`src/rtl/vs1003_spi_responder.sv`:
```
// VS1003-style SCI/SDI responder: decodes SCI register writes and SDI audio
// bytes from an MP3 player, buffers audio in a byte FIFO and drives DREQ.
module vs1003_spi_responder #(
  parameter int unsigned FIFO_DEPTH      = 64,
  parameter int unsigned DREQ_FREE       = 32,
  parameter int unsigned SOFT_RST_CYCLES = 1000
) (
  input  logic                          CLK,
  input  logic                          RST,
  input  logic                          XRSET,
  input  logic                          XCS,
  input  logic                          XDCS,
  input  logic                          SCLK,
  input  logic                          SI,
  output logic                          DREQ,
  output logic [15:0]                   mode_reg,
  output logic [15:0]                   vol_reg,
  output logic                          vol_upd,
  output logic [7:0]                    byte_data,
  output logic                          byte_valid,
  input  logic                          byte_ready,
  output logic [$clog2(FIFO_DEPTH):0]   fifo_level,
  output logic                          overflow,
  output logic                          frame_err
);

  localparam int unsigned AW = $clog2(FIFO_DEPTH);
  localparam int unsigned LW = AW + 1;
  localparam int unsigned HW = $clog2(SOFT_RST_CYCLES + 1);
  localparam logic [HW-1:0] HOLD_LOAD = HW'(SOFT_RST_CYCLES);
  localparam logic [15:0]   MODE_RST  = 16'h0800;
  localparam logic [7:0]    OP_WRITE  = 8'h02;
  localparam logic [7:0]    ADDR_MODE = 8'h00;
  localparam logic [7:0]    ADDR_VOL  = 8'h0B;
  // Idle pin levels: XRSET, XCS, XDCS high; SCLK, SI low
  localparam logic [4:0]    SYNC_RST  = 5'b11100;

  typedef enum logic [1:0] {ST_HOLD, ST_IDLE, ST_SCI, ST_SDI} state_t;

  state_t          state;
  logic [HW-1:0]   hold_cnt;
  logic [5:0]      bit_cnt;
  logic [31:0]     shreg;
  logic            wait_high;

  logic [4:0]      sync1;
  logic [4:0]      sync2;
  logic            sclk_q;
  logic            xrset_s;
  logic            xcs_s;
  logic            xdcs_s;
  logic            sclk_s;
  logic            si_s;

  logic [AW-1:0]   wr_ptr;
  logic [AW-1:0]   rd_ptr;
  logic [7:0]      mem [FIFO_DEPTH];

  logic            sclk_rise;
  logic            sci_write;
  logic            sm_reset;
  logic            push;
  logic [7:0]      push_byte;
  logic            flush;
  logic            pop;
  logic            full;
  logic            do_push;
  logic            free_ok;
  logic [LW-1:0]   level_nxt;

  // Two-flop synchronizers for every pin from the player, plus SCLK history
  always_ff @(posedge CLK or posedge RST) begin
    if (RST) begin
      sync1  <= SYNC_RST;
      sync2  <= SYNC_RST;
      sclk_q <= 1'b0;
    end else begin
      sync1  <= {XRSET, XCS, XDCS, SCLK, SI};
      sync2  <= sync1;
      sclk_q <= sync2[1];
    end
  end

  assign xrset_s = sync2[4];
  assign xcs_s   = sync2[3];
  assign xdcs_s  = sync2[2];
  assign sclk_s  = sync2[1];
  assign si_s    = sync2[0];

  // Frame decode, FIFO control and flow-control decisions for this cycle
  always_comb begin
    sclk_rise = sclk_s & ~sclk_q;
    sci_write = (state == ST_SCI) && xcs_s && (bit_cnt == 6'd32) &&
                (shreg[31:24] == OP_WRITE);
    sm_reset  = sci_write && (shreg[23:16] == ADDR_MODE) && shreg[2];
    push      = (state == ST_SDI) && xrset_s && !xdcs_s && sclk_rise &&
                (bit_cnt[2:0] == 3'd7);
    push_byte = {shreg[6:0], si_s};
    flush     = ~xrset_s | sm_reset;
    pop       = byte_valid & byte_ready;
    full      = (fifo_level == LW'(FIFO_DEPTH));
    do_push   = push & (~full | pop);
    level_nxt = fifo_level + LW'(do_push) - LW'(pop);
    free_ok   = (LW'(FIFO_DEPTH) - fifo_level) >= LW'(DREQ_FREE);
  end

  // FIFO pointers, occupancy and overflow flag
  always_ff @(posedge CLK or posedge RST) begin
    if (RST) begin
      wr_ptr     <= '0;
      rd_ptr     <= '0;
      fifo_level <= '0;
      byte_valid <= 1'b0;
      overflow   <= 1'b0;
    end else begin
      if (push && !do_push) begin
        overflow <= 1'b1;
      end
      if (flush) begin
        wr_ptr     <= '0;
        rd_ptr     <= '0;
        fifo_level <= '0;
        byte_valid <= 1'b0;
      end else begin
        if (do_push) begin
          wr_ptr <= wr_ptr + AW'(1);
        end
        if (pop) begin
          rd_ptr <= rd_ptr + AW'(1);
        end
        fifo_level <= level_nxt;
        byte_valid <= (level_nxt != '0);
      end
    end
  end

  // FIFO storage; contents are only meaningful below the level count
  always_ff @(posedge CLK) begin
    if (do_push && !flush) begin
      mem[wr_ptr] <= push_byte;
    end
  end

  assign byte_data = mem[rd_ptr];

  // Link state machine: soft-reset hold, frame dispatch, SCI decode, SDI shift
  always_ff @(posedge CLK or posedge RST) begin
    if (RST) begin
      state     <= ST_HOLD;
      hold_cnt  <= HOLD_LOAD;
      bit_cnt   <= '0;
      shreg     <= '0;
      wait_high <= 1'b0;
      mode_reg  <= MODE_RST;
      vol_reg   <= '0;
      vol_upd   <= 1'b0;
      DREQ      <= 1'b0;
      frame_err <= 1'b0;
    end else begin
      vol_upd <= 1'b0;
      if (!xrset_s) begin
        // Hardware reset from the player: restart the hold window
        state     <= ST_HOLD;
        hold_cnt  <= HOLD_LOAD;
        bit_cnt   <= '0;
        wait_high <= 1'b0;
        mode_reg  <= MODE_RST;
        vol_reg   <= '0;
        DREQ      <= 1'b0;
      end else begin
        case (state)
          ST_HOLD: begin
            if (hold_cnt == '0) begin
              state <= ST_IDLE;
              DREQ  <= free_ok;
            end else begin
              hold_cnt <= hold_cnt - HW'(1);
              DREQ     <= 1'b0;
            end
          end
          ST_IDLE: begin
            DREQ    <= free_ok;
            bit_cnt <= '0;
            if (wait_high) begin
              if (xcs_s && xdcs_s) begin
                wait_high <= 1'b0;
              end
            end else if (!xcs_s && !xdcs_s) begin
              frame_err <= 1'b1;
              wait_high <= 1'b1;
            end else if (!xcs_s) begin
              state <= ST_SCI;
            end else if (!xdcs_s) begin
              state <= ST_SDI;
            end
          end
          ST_SCI: begin
            DREQ <= free_ok;
            if (xcs_s) begin
              state <= ST_IDLE;
              if (!sci_write) begin
                frame_err <= 1'b1;
              end else if (shreg[23:16] == ADDR_MODE) begin
                // SM_RESET is self-clearing; a set bit starts a soft reset
                mode_reg <= shreg[15:0] & ~16'h0004;
                if (sm_reset) begin
                  state    <= ST_HOLD;
                  hold_cnt <= HOLD_LOAD;
                  DREQ     <= 1'b0;
                end
              end else if (shreg[23:16] == ADDR_VOL) begin
                vol_reg <= shreg[15:0];
                vol_upd <= 1'b1;
              end
            end else if (sclk_rise) begin
              shreg <= {shreg[30:0], si_s};
              // Saturate past 32 so long frames are still rejected
              if (bit_cnt != 6'd33) begin
                bit_cnt <= bit_cnt + 6'd1;
              end
            end
          end
          ST_SDI: begin
            DREQ <= free_ok;
            if (xdcs_s) begin
              state <= ST_IDLE;
            end else if (sclk_rise) begin
              shreg   <= {shreg[30:0], si_s};
              bit_cnt <= (bit_cnt[2:0] == 3'd7) ? 6'd0 : bit_cnt + 6'd1;
            end
          end
          default: state <= ST_HOLD;
        endcase
      end
    end
  end

endmodule

```
`config.mk`:
```
export PLATFORM = sky130hd
export DESIGN_NAME = vs1003_spi_responder
export DESIGN_NICKNAME = d
export VERILOG_FILES = /design/src/rtl/vs1003_spi_responder.sv
export SDC_FILE = /design/constraint.sdc
export NUM_CORES = 1
export LEC_CHECK = 0
export ABC_AREA = 0
export CAP_MARGIN = 20
export CELL_PAD_IN_SITES_DETAIL_PLACEMENT = 1
export CELL_PAD_IN_SITES_GLOBAL_PLACEMENT = 1
export CORE_UTILIZATION = 48
export CTS_BUF_LIST = sky130_fd_sc_hd__clkbuf_4 sky130_fd_sc_hd__clkbuf_8 sky130_fd_sc_hd__clkbuf_16
export DETAILED_ROUTE_END_ITERATION = 8
export PLACE_DENSITY = 0.83
export RECOVER_POWER = 50
export SYNTH_ARGS = -nofsm -noshare
export SYNTH_HDL_FRONTEND = slang
export SYNTH_SLANG_ARGS = --single-unit
```
`constraint.sdc`:
```
create_clock -name CLK -period 3.8 [get_ports CLK]
set_clock_uncertainty 0.2 [all_clocks]
set_input_delay 0.76 -clock CLK [delete_from_list [all_inputs] [get_ports CLK]]
set_output_delay 0.76 -clock CLK [all_outputs]
set_load 0.1 [all_outputs]
```
==> qor.csv <==
stage,metric,value,unit
logic_synthesis,synth.distinct_cells,72,
grt,antenna_found_initial,0,
clocking,clk_latency,590,ps
setup_path,required,2840,ps
floorplanning,initial_utilization,49.0,%
clocking,cts.clk_slew.worst_paths,60,ps
timing,grt_setup_unrepaired,true,
timing,tightest_slew,2770,ps
setup_path,path_class,flip-flop to primary output,
floorplanning,rows,83,
grt,grt_pass1_wl,104,mm
routing,dr.pass1.iters,5,
timing,drv_slew,493,
timing,slew_headroom,-84.8,%
run_status,outcome,"finished, violations left",
final_layout,largest_reg_flops,512,
clocking,root_buffer,clkbuf_16,
job,max_cap_viol_count,10,
final_layout,drive_above_1_share,27.5,%
routing,wl,70.1,mm
floorplanning,dieArea,53700,um2
clocking,clockBufferDepth,3,
logic_synthesis,ys_seq_area_share,72.3,%
logic_synthesis,syn-cell-area,25300,um2
logic_synthesis,ys_seq_elements,629,
clocking,htree_num_levels,3,
routing,ant_nets,0,
grt,gr-total-overflow,0,
grt,grt_usage,26.9,%
setup_path,cp.arrival,3050,ps
final_layout,area_growth,18.8,%
grt,grt_start_max_net_pins,72,
floorplanning,io_pins,60,
setup_path,crit_path_end_kind,primary output,
timing,setup_viol,8,
timing,fin_crit_sh,106,%
floorplanning,die_x,232,um
setup_path,worstPathCellList,buf_6 > buf_12 > mux4_2 > mux4_2 > nor3_4 > a21oi_2 > and2_4 > buf_12,
grt,grt_pass1_vias,15600,
worst_hold_path,whs_endpoint,sync2[4]$_DFF_PP1_,
run_status,violations,"max-capacitance violations, max-slew violations, negative setup slack",
floorplanning,core_area,51700,um2
worst_hold_path,worst_hold_path_type,flip-flop to flip-flop,
clocking,cts_buffers,66,
logic_synthesis,syn_avg_cell_area,17.7,um2
logic_synthesis,synth_flop_cell,edfxtp_1,
routing,route.vias.total,14500,
power_and_ir_drop,leakagePower,10.8,nW
final_layout,antennaDiodeCount,0,
timing,max_freq,249,MHz
final_layout,fin_area,30100,um2
routing,first_iter_violations,1559,
clocking,cts.sinks,629,
setup_path,slowest_stage,mux4_2,
timing,min_period,4010,ps
routing,drc_errors,0,
logic_synthesis,synth_edf_count,512,
power_and_ir_drop,power,13.8,mW
worst_hold_path,holdCritStartpoint,sync1[4]$_DFF_PP1_,
setup_path,reg2regPathDepth,12,
setup_path,crit_path_max_fanout,5,
routing,wire_per_inst,30.0,um
final_layout,layout_commonest_cell,edfxtp_1,
worst_hold_path,whs_path_depth,0,
logic_synthesis,synth_cells,1429,
clocking,cts_tree,done,
setup_path,rrSetupSlack,10,ps
setup_path,r2r-start,fifo_level[3]$_DFF_PP0_,
timing,fin_ws,-213,ps
setup_path,crit_path_start,rd_ptr[0]$_DFFE_PP0P_,
floorplanning,dieHeight,232,um
logic_synthesis,ys_warn_count,0,
final_layout,fillers,4577,
setup_path,cp-start-kind,flip-flop,
setup_path,crit_path_max_incr_delay,590,ps
routing,vias_per_cell,6.19,
logic_synthesis,synthArstFlopShare,18.6,%
logic_synthesis,syn_nets,1461,
power_and_ir_drop,powerDensity,458,nW/um2
timing,finalSetupTns,-1160,ps
placed_design,placed_area,27600,um2
final_layout,layout_common_cells,"512 x edfxtp_1, 105 x mux4_2, 99 x dfrtp_1",
placed_design,place_congestion,0.816,
final_layout,layout.nets,1645,
placed_design,detailedPlacementHpwl,40.4,mm
setup_path,r2r_end,byte_valid$_DFF_PP0_,
power_and_ir_drop,peakVddDrop,0.000415,V
timing,hold_viol_final,0,
placed_design,numPortBuffers,58,
[per-stage QoR]
stage | util, % | instances | setup WS [ps] | hold slack (ps)
6_report | 58.2 | 2339 | -213 | 151
5_1_grt | 58.2 | 2339 | -258 | 159
4_1_cts | 58.1 | 2336 | -204 | 154
3_5_place_dp | 53.3 | 2206 | 12.8 | 140
3_3_place_gp | 53.3 | 2206 | 95.6 | 136
2_1_floorplan | - | 1429 | -8.50 | 131
[where the power goes]
part	switching, mW	leakage [nW]	internal (mW)	total (mW)
sequential	0.0440	6.82	7.42	7.47
clock	2.64	1.03	3.56	6.20
combinational	0.0940	2.91	0.0453	0.139
[cells by family (layout without fill, tap and decap cells)]
kind of cell             count (synthesis)  count (layout)  share of synthesized area [%]
buffers and inverters                   99             329                           1.64
multiplexers                           228             228                           14.4
XOR/XNOR                                16              16                          0.553
flip-flops                             629             629                           72.3
adder cells (fa/ha/maj)                 24              24                           1.21
AND/OR/NAND/NOR                        273             273                           5.51
AO/OA/AOI/OAI                          159             159                           4.43
other                                    1               1                         0.0148
[worst max-delay path: cells and delay by family, from the launching register on]
| family | cells | cell delay (ps) |
|---|---|---|
| compound gates | 1 | 60 |
| buf+inv | 3 | 430 |
| flops | 1 | 440 |
| mux | 2 | 1160 |
| simple gates | 2 | 350 |
[layer usage]
metal  vias to the layer above  wire length (um)  global-route usage [%]
li1                       6025                 -                       -
met1                      7552             26800                    34.5
met2                       722             35200                    44.1
met3                       178              5340                    5.75
met4                         0              2820                    12.0
met5                         -                 0                       0
[how the worst max path moves through the flow]
| stage | to | slack [ps] |
|---|---|---|
| 2_1_floorplan | byte_data[1] | -8 |
| 3_3_place_gp | byte_valid$_DFF_PP0_ | 100 |
| 3_5_place_dp | byte_valid$_DFF_PP0_ | 10 |
| 4_1_cts | byte_data[2] | -200 |
| 5_1_grt | byte_valid$_DFF_PP0_ | -260 |
| 6_report | byte_data[2] | -210 |
[timing repair]
| item | CTS | global route |
|---|---|---|
| hold buffers | 0 | 0 |
| hold endpoints to repair | 0 | 0 |
| setup endpoints to repair | 9 | 10 |
| setup buffers | 11 | 1 |
| cloned | 5 | 0 |
| pin swaps | 16 | 7 |
| resized for setup | 53 | 30 |
[Yosys cell counts, types with 4 or more instances]
library cell,instances,area [um2]
o221ai_1,21,184
o21ai_0,16,80.1
nor3_1,5,25.0
buf_4,4,30.0
a22o_1,8,70.1
and2_1,5,31.3
mux2i_1,90,901
nand2_1,42,158
nand3_1,21,105
or2_2,4,25.0
ha_1,23,288
mux2_2,33,372
dfrtp_1,104,2600
dfstp_2,13,342
nor2_1,92,345
and3_1,11,68.8
mux4_2,105,2360
xor2_1,11,96.3
a211oi_1,15,113
a31oi_1,7,43.8
edfxtp_1,512,15400
nand3b_1,4,30.0
xnor2_1,5,43.8
clkbuf_1,44,165
a22oi_1,17,128
buf_1,10,37.5
a21oi_1,32,160
o31ai_1,6,45.0
nor2_2,8,50.1
nor2b_1,41,257
nand4_1,9,56.3
buf_2,17,85.1
nand2b_1,6,37.5
inv_1,23,86.3
o22ai_1,9,56.3
[layout make-up]
type	instances	area (um2)	area share [%]
Clock buffer	92	1940	6.44
Clock inverter	22	104	0.345
Tap cell	680	851	2.82
Inverter	23	87.6	0.291
Timing Repair Buffer	192	1910	6.34
Sequential cell	629	18300	60.9
Multi-Input combinational cell	701	6900	22.9
Power figures use the tool's default switching activity.
